===== config.mk =====
export PLATFORM = sky130hd
export DESIGN_NAME = uart_rx
export DESIGN_NICKNAME = d
export VERILOG_FILES = /design/src/rtl/uart_rx.sv
export SDC_FILE = /design/constraint.sdc
export NUM_CORES = 1
export LEC_CHECK = 0
export BUFFER_PORTS_ARGS = -buffer_cell sky130_fd_sc_hd__buf_4
export CORE_MARGIN = 2
export CORE_UTILIZATION = 43
export CTS_BUF_LIST = sky130_fd_sc_hd__clkbuf_4 sky130_fd_sc_hd__clkbuf_8
export DETAILED_ROUTE_END_ITERATION = 7
export GPL_TIMING_DRIVEN = 0
export PLACE_DENSITY = 0.64
export REMOVE_ABC_BUFFERS = 1
export SETUP_SLACK_MARGIN = 0.05
export SYNTH_ARGS = -nofsm -noshare
export SYNTH_HDL_FRONTEND = slang
export SYNTH_SLANG_ARGS = --single-unit

===== constraint.sdc =====
create_clock -name clk -period 3.35 [get_ports clk]
set_input_delay 0.67 -clock clk [delete_from_list [all_inputs] [get_ports clk]]
set_output_delay 0.67 -clock clk [all_outputs]
set_load 0.01 [all_outputs]

===== src/rtl/uart_rx.sv =====
// 8N1 UART receiver: two-flop input synchronizer, mid-bit sampling from an internal
// bit-period counter, single-cycle rx_valid / frame_err pulses.
module uart_rx #(
    parameter int CLKS_PER_BIT = 868,
    parameter int DATA_BITS    = 8
) (
    input  logic                 clk,
    input  logic                 rst,
    input  logic                 rx,
    output logic [DATA_BITS-1:0] rx_data,
    output logic                 rx_valid,
    output logic                 frame_err,
    output logic                 busy
);

    localparam int CNT_W = $clog2(CLKS_PER_BIT);
    localparam int IDX_W = $clog2(DATA_BITS + 1);

    localparam logic [CNT_W-1:0] HALF_M1  = CNT_W'(CLKS_PER_BIT / 2 - 1);
    localparam logic [CNT_W-1:0] BIT_M1   = CNT_W'(CLKS_PER_BIT - 1);
    localparam logic [IDX_W-1:0] LAST_IDX = IDX_W'(DATA_BITS - 1);

    typedef enum logic [2:0] {
        IDLE,
        START,
        DATA,
        STOP,
        WAIT_HIGH
    } state_t;

    state_t               state, state_d;
    logic [CNT_W-1:0]     cnt, cnt_d;
    logic [IDX_W-1:0]     idx, idx_d;
    logic [DATA_BITS-1:0] shreg, shreg_d;
    logic [DATA_BITS-1:0] data_d;
    logic                 valid_d;
    logic                 ferr_d;
    logic                 rx_meta;
    logic                 rx_s;

    // Synchronizer flops reset to the idle-high line level so reset never looks like a start bit.
    always_ff @(posedge clk) begin
        // NOTE: sequential state uses non-blocking assignments so every flop sees pre-edge values.
        if (rst) begin
            rx_meta <= 1'b1;
            rx_s    <= 1'b1;
        end else begin
            rx_meta <= rx;
            rx_s    <= rx_meta;
        end
    end

    always_ff @(posedge clk) begin
        if (rst) begin
            state     <= IDLE;
            cnt       <= '0;
            idx       <= '0;
            shreg     <= '0;
            rx_data   <= '0;
            rx_valid  <= 1'b0;
            frame_err <= 1'b0;
        end else begin
            state     <= state_d;
            cnt       <= cnt_d;
            idx       <= idx_d;
            shreg     <= shreg_d;
            rx_data   <= data_d;
            rx_valid  <= valid_d;
            frame_err <= ferr_d;
        end
    end

    always_comb begin
        // NOTE: every output of this block gets a default first, so no path can infer a latch.
        state_d = state;
        cnt_d   = cnt;
        idx_d   = idx;
        shreg_d = shreg;
        data_d  = rx_data;
        valid_d = 1'b0;
        ferr_d  = 1'b0;

        unique case (state)
            IDLE: begin
                if (!rx_s) begin
                    state_d = START;
                    cnt_d   = '0;
                end
            end

            // Re-check the line at mid start bit to reject glitches.
            START: begin
                if (cnt == HALF_M1) begin
                    cnt_d = '0;
                    if (!rx_s) begin
                        state_d = DATA;
                        idx_d   = '0;
                    end else begin
                        state_d = IDLE;
                    end
                end else begin
                    cnt_d = cnt + 1'b1;
                end
            end

            // Counting from mid start bit, each full period lands on the middle of the next bit.
            DATA: begin
                if (cnt == BIT_M1) begin
                    cnt_d                = '0;
                    shreg_d              = shreg >> 1;
                    shreg_d[DATA_BITS-1] = rx_s;
                    idx_d                = idx + 1'b1;
                    if (idx == LAST_IDX) begin
                        state_d = STOP;
                    end
                end else begin
                    cnt_d = cnt + 1'b1;
                end
            end

            // Leaving at mid stop bit lets a back-to-back start edge be caught.
            STOP: begin
                if (cnt == BIT_M1) begin
                    cnt_d = '0;
                    if (rx_s) begin
                        data_d  = shreg;
                        valid_d = 1'b1;
                        state_d = IDLE;
                    end else begin
                        ferr_d  = 1'b1;
                        state_d = WAIT_HIGH;
                    end
                end else begin
                    cnt_d = cnt + 1'b1;
                end
            end

            // A held-low line (break) must not be decoded as a stream of start bits.
            WAIT_HIGH: begin
                if (rx_s) begin
                    state_d = IDLE;
                end
            end

            default: begin
                state_d = IDLE;
            end
        endcase
    end

    assign busy = (state != IDLE);

endmodule

==> flow_summary_export.csv, run 1 <==
group,metric,value,unit
status,status,"finished clean",
yosys,synth-main-ff-cell,"dfxtp_1",
yosys,ys_warn_count,0,
yosys,synth_xor_area_frac,0.00992,
placement,port_buffers,13,
timing,clock_skew,0.0102,ns
placement,post-dp-hpwl,2330,um
setup_path,r2r_end,"idx[2]",
placement,gp_congestion,0.875,
yosys,synthSimpleGateAreaFrac,0.254,
clocking,cts_root_buf,"clkbuf_8",
global_routing,grt-ovfl-total,0,
final_layout,areaGrowthSynthToFinish,11.8,%
routing,antenna_left,0,
routing,drt_iter0_drc,135,
floorplan,die_area,0.00463,mm^2
clocking,numCtsBuffers,5,
timing,maxSlewHeadroom,0.400,
yosys,synth_area_leader_cell,"dfxtp_1",
yosys,synth_top_family_by_area,"simple AND/OR/NAND/NOR gates",
global_routing,grt_usage,0.168,
setup_path,crit_chain,"nand4bb_1 -> nor4_4 -> a21oi_1 -> a211oi_1",
yosys,yosys-top-cells-area,"dfxtp_1, mux2i_1, nor2_1",
yosys,synthAdderAreaFrac,0.0213,
routing,first_pass_iters,4,
clocking,path_clk_slew,0.09,ns
timing,fmax,428,MHz
power_and_ir_drop,leakage,0.675,nW
timing,tightest_slew,0.894,ns
routing,wire_per_inst,13.7,um
clocking,clk-insertion-delay-late,0.29,ns
routing,drcViolationCount,0,
timing,setup-violations-final,0,
setup_path,cp-end-kind,"flop",
yosys,muxShareOfSynthArea,0.0907,
global_routing,grt_pass1_wl,5850,um
floorplan,initial_utilization,0.445,
setup_path,crit_buf_inv,0,
timing,hold_viol,0,
power_and_ir_drop,combPwrFrac,0.118,
final_layout,final_cell_mix,"dfxtp_1, nor2_1, nand2_1, mux2i_1, buf_4",
worst_hold_path,holdPathStages,1,
final_layout,design_area,0.00197,mm^2
power_and_ir_drop,clock_power_share,0.362,
setup_path,r2r_cells,4,
timing,finalSetupTns,0,ns
global_routing,grt_start_max_net_pins,35,
routing,wirelength_met1,1600,um
timing,finalCritPeriodShare,0.697,
routing,drt_wl_total,3410,um
setup_path,worstPathRequired,3.55,ns
setup_path,setup.worst_path.start_class,"flop",
final_layout,finalNonFillerCells,249,
yosys,synth_area,0.00177,mm^2
clocking,clockBufferDepth,2,
floorplan,ios,14,
power_and_ir_drop,switching_share,0.283,
yosys,synth_compound_area_frac,0.171,
clocking,cts-htree-levels,2,
worst_hold_path,min_to,"rx_s",
power_and_ir_drop,power,0.000902,W
power_and_ir_drop,pwr-share-seq,0.520,
yosys,synth_edf_count,0,
timing,rsz0062_at_grt,"false",
yosys,ys_seq_area_frac,0.420,
power_and_ir_drop,ir_drop,0.255,mV
routing,wl_met2,1620,um
setup_path,cp_max_fo,12,
setup_path,crit_family,"simple AND/OR/NAND/NOR gates",
clocking,post_cts.repair.setup_buffers,0,
floorplan,rows,23,
floorplan,chipWidth,68.1,um
routing,viasPerCell,5.72,
worst_hold_path,min-delay-start,"rx_meta",
power_and_ir_drop,cellInternalPower,0.000647,W
yosys,async_reset_ff_frac,0,
worst_hold_path,min_path_type,"reg -> reg",
power_and_ir_drop,p_sw,0.000255,W
floorplan,placeableCoreArea,0.00397,mm^2
final_layout,antenna_cells,0,
routing,top_layer_used,"met4",
setup_path,startpoint,"cnt[3]",
yosys,ys_types,51,
global_routing,grt_pass1_vias,1321,
final_layout,final_common_cell,"dfxtp_1",
clocking,clock_sinks,37,
placement,dp_cells,241,
setup_path,r2r-start,"cnt[3]",
job,maxCapViolCount,0,
routing,vias,1424,
global_routing,antenna_found_initial,0,
clocking,cts_tree,"done",
final_layout,drive_gt1_frac,0.176,
clocking,cts_resized,0,
timing,period_needed,2.33,ns
setup_path,critPathKind,"reg -> reg",
yosys,synthCells,186,
setup_path,critPathArrivalTime,2.53,ns
setup_path,cp_slowest_cell,"nor4_4",
setup_path,slowest_delay,0.91,ns
floorplan,die_height,68.1,um
yosys,synth_top_area_frac,0.420,
setup_path,r2r_slack,1.02,ns
routing,route.met3.wl,150,um
power_and_ir_drop,cellPowerDensity,457,mW/mm^2
final_layout,nNetsFinal,204,
yosys,synth-seq-cells,37,
timing,slew_violations,0,
yosys,avgSynthCellArea,9.49,um^2
placement,dpl_cell_area,0.00188,mm^2
clocking,cts_hold_buf,0,
-- per-layer routing --
layer  track usage  up-vias
li1              -      705
met1         0.200      680
met2         0.283       35
met3        0.0493        4
met4        0.0675        0
met5             0        -
-- Yosys cell counts (all sizes together), types with 2 or more instances --
library cell	instances
nand3	2
nor2b	4
o22ai	2
or3b	3
or3	5
nand2	19
inv	4
o211ai	4
o21ai	10
or2	2
and4bb	2
mux2i	16
o21bai	2
a311oi	4
clkbuf	2
nor3	7
ha	3
nand4b	2
buf	6
a21oi	5
xnor2	2
a211oi	2
dfxtp	37
nor2	21
a31o	2
nor4	4
-- metrics by stage --
step | util | setup WS [ns] | hold WS (ns)
CTS | 0.497 | 0.981 | 0.426
global route | 0.497 | 0.757 | 0.440
floorplan | - | 1.36 | 0.389
finish | 0.497 | 1.02 | 0.422
global placement | 0.474 | 1.10 | 0.396
detailed placement | 0.474 | 0.996 | 0.405
-- flip-flops by register name (all words and copies together) (netlist names) --
signal,flops
rx_data,8
rx_s,1
shreg,8
cnt,10
rx_valid,1
rx_meta,1
frame_err,1
idx,4
state,3
-- cell families after synthesis --
family | count (synthesis)
AO/OA/AOI/OAI | 41
flip-flops | 37
AND/OR/NAND/NOR | 75
multiplexers | 16
adder cells (fa/ha/maj) | 3
XOR/XNOR | 2
buffers and inverters | 12
-- cell type report --
cell class | instances | area, um^2
Multi-Input combinational cell | 137 | 965
Tap cell | 50 | 62.6
Clock inverter | 3 | 25.0
Fill cell | 379 | 2000
Clock buffer | 5 | 68.8
Timing Repair Buffer | 13 | 97.6
Inverter | 4 | 15.0
Sequential cell | 37 | 741
-- worst max path at each step --
stage / end / slack [ns] / cells past startpoint
floorplan: idx[3] / 1.36 / 4
global placement: idx[3] / 1.10 / 4
detailed placement: idx[2] / 1.0 / 4
CTS: idx[2] / 0.98 / 4
global route: idx[3] / 0.76 / 4
finish: idx[2] / 1.02 / 4
-- power by group through the flow --
| stage | Sequential [W] | Clock (W) | Combinational [W] |
|---|---|---|---|
| CTS | 0.000469 | 0.000336 | 0.000107 |
| detailed placement | 0.000479 | 0 | 0.000106 |
| global placement | 0.000478 | 0 | 0.000103 |
| floorplan | 0.000474 | 0 | 0.0000775 |
| global route | 0.000472 | 0.000353 | 0.000120 |
| finish | 0.000469 | 0.000326 | 0.000107 |
No activity file was read; power rests on OpenSTA's default activity.
==> run 2, diff against run 1 <==
- PLACE_DENSITY: 0.64 -> 0.67
- clock period: 3.35 -> 2.1 ns (I/O delays scaled with it)
==> run 2 against run 1 <==
Against the previous run:
- worst setup slack got worse by 0.88 ns
- fmax rose by 19%
- die area unchanged
- register-to-register slack got worse by 0.88 ns
- combinational power grew 62%
- largest power group unchanged
- highest routed layer unchanged
==> flow_summary_export.csv, run 2 (synthesis results as in run 1) <==
group,metric,value,unit
routing,drt_wl_total,3410,um
setup_path,critPathArrivalTime,2.14,ns
final_layout,areaGrowthSynthToFinish,17.2,%
setup_path,setup.worst_path.start_class,"flop",
timing,maxSlewHeadroom,0.708,
clocking,clockBufferDepth,2,
power_and_ir_drop,power,0.00154,W
routing,first_pass_iters,4,
final_layout,post-route-util,0.521,
job,maxCapViolCount,0,
final_layout,drive_gt1_frac,0.221,
floorplan,ios,14,
placement,post-place-ws,-0.192,ns
final_layout,largest_reg_flops,10,
placement,port_buffers,13,
placement,dpl_cell_area,0.00188,mm^2
final_layout,multiInputGateArea,987,um^2
clocking,cts_tree,"done",
floorplan,chipWidth,68.1,um
final_layout,antenna_cells,0,
floorplan,placeableCoreArea,0.00397,mm^2
final_layout,final_cell_mix,"dfxtp_1, nor2_1, nand2_1, buf_4, mux2i_1",
routing,vias,1433,
routing,viasPerCell,5.64,
final_layout,nNetsFinal,209,
global_routing,grt_pass1_wl,6250,um
global_routing,grt_usage,0.181,
final_layout,reg_top3,"cnt: 10 flops, rx_data: 8 flops, shreg: 8 flops",
global_routing,grt-ovfl-total,0,
global_routing,grt_pass1_vias,1389,
power_and_ir_drop,cellPowerDensity,743,mW/mm^2
timing,tightest_slew,0.438,ns
timing,slew_violations,0,
clocking,path_clk_slew,0.07,ns
timing,clock_skew,0.00454,ns
timing,period_needed,1.96,ns
power_and_ir_drop,leakage,0.734,nW
global_routing,antenna_found_initial,0,
clocking,numCtsBuffers,5,
timing,timing.final.ws_setup,0.140,ns
final_layout,register_area,742,um^2
placement,gp_congestion,0.898,
timing,rsz0062_at_grt,"false",
timing,finalCritPeriodShare,0.933,
timing,hold_viol,0,
floorplan,die_height,68.1,um
floorplan,initial_utilization,0.445,
final_layout,final_common_cell,"dfxtp_1",
worst_hold_path,min_path_type,"in -> reg",
status,status,"finished clean",
routing,drcViolationCount,0,
setup_path,worstPathRequired,2.28,ns
timing,setup-violations-final,0,
clocking,clk-insertion-delay-late,0.29,ns
placement,post-dp-hpwl,2340,um
routing,drt_iter0_drc,119,
floorplan,die_area,0.00463,mm^2
clocking,cts_root_buf,"clkbuf_8",
final_layout,max_flop_register,"cnt",
power_and_ir_drop,ir_drop,0.504,mV
final_layout,fillers,364,
final_layout,design_area,0.00207,mm^2
setup_path,cp_max_fo,7,
timing,hold_slack,0.319,ns
global_routing,grt_start_max_net_pins,35,
floorplan,rows,23,
setup_path,critPathKind,"reg -> reg",
routing,antenna_left,0,
clocking,cts-htree-levels,2,
routing,wire_per_inst,13.4,um
timing,fmax,510,MHz
setup_path,cp-end-kind,"flop",
clocking,clock_sinks,37,
## run 2: worst paths after layout
path / startpoint / to / slack [ns] / cells past startpoint
max: cnt[3] / state[0] / 0.14 / 4
min reg2reg: rx_meta / rx_s / 0.41 / 1
min: rx / rx_meta / 0.32 / 2
max reg2reg: cnt[3] / state[0] / 0.14 / 4
## run 2: repair_timing
item                                    4_1_cts  5_1_grt
endpoints found under the setup margin       19       11
setup buffers                                 5        0
gates resized for setup                       1        5
hold buffers                                  0        0
endpoints found under the hold margin         0        0
pin swaps                                     2        0
## run 2: layout make-up
| cell class | instances | share of cell area |
|---|---|---|
| flip-flops and latches | 37 | 0.359 |
| multi-input cells | 137 | 0.477 |
| well taps | 50 | 0.0302 |
| inverters | 4 | 0.00726 |
| repair buffers | 18 | 0.0713 |
| clock inverters | 2 | 0.0187 |
| clock buffers | 6 | 0.0369 |
## run 2: per-stage QoR
| step | setup TNS [ns] | cells |
|---|---|---|
| after floorplan | 0 | 178 |
| after global placement | -0.618 | 241 |
| after detailed placement | -0.952 | 241 |
| after CTS | 0 | 254 |
| after global routing | 0 | 254 |
| final | 0 | 254 |
## run 2: critical path, cell delays in order (launching register included)
cell and delay (ns):
dfxtp_1 0.36, nand4bb_2 0.42, o31a_1 0.41, or3_4 0.43, a31o_1 0.23
## run 2: power breakdown
group | switching, W | internal, W | total, W
Clock | 0.000246 | 0.000369 | 0.000616
Sequential | 0.0000290 | 0.000720 | 0.000749
Combinational | 0.0000976 | 0.0000752 | 0.000173
Total | 0.000373 | 0.00116 | 0.00154
## run 2: per-layer routing
| metal | up-vias | routed length (um) | track usage |
|---|---|---|---|
| met4 | 0 | 26 | 0.0675 |
| li1 | 720 | - | - |
| met5 | - | 0 | 0 |
| met3 | 2 | 158 | 0.0493 |
| met1 | 674 | 1490 | 0.217 |
| met2 | 37 | 1740 | 0.306 |
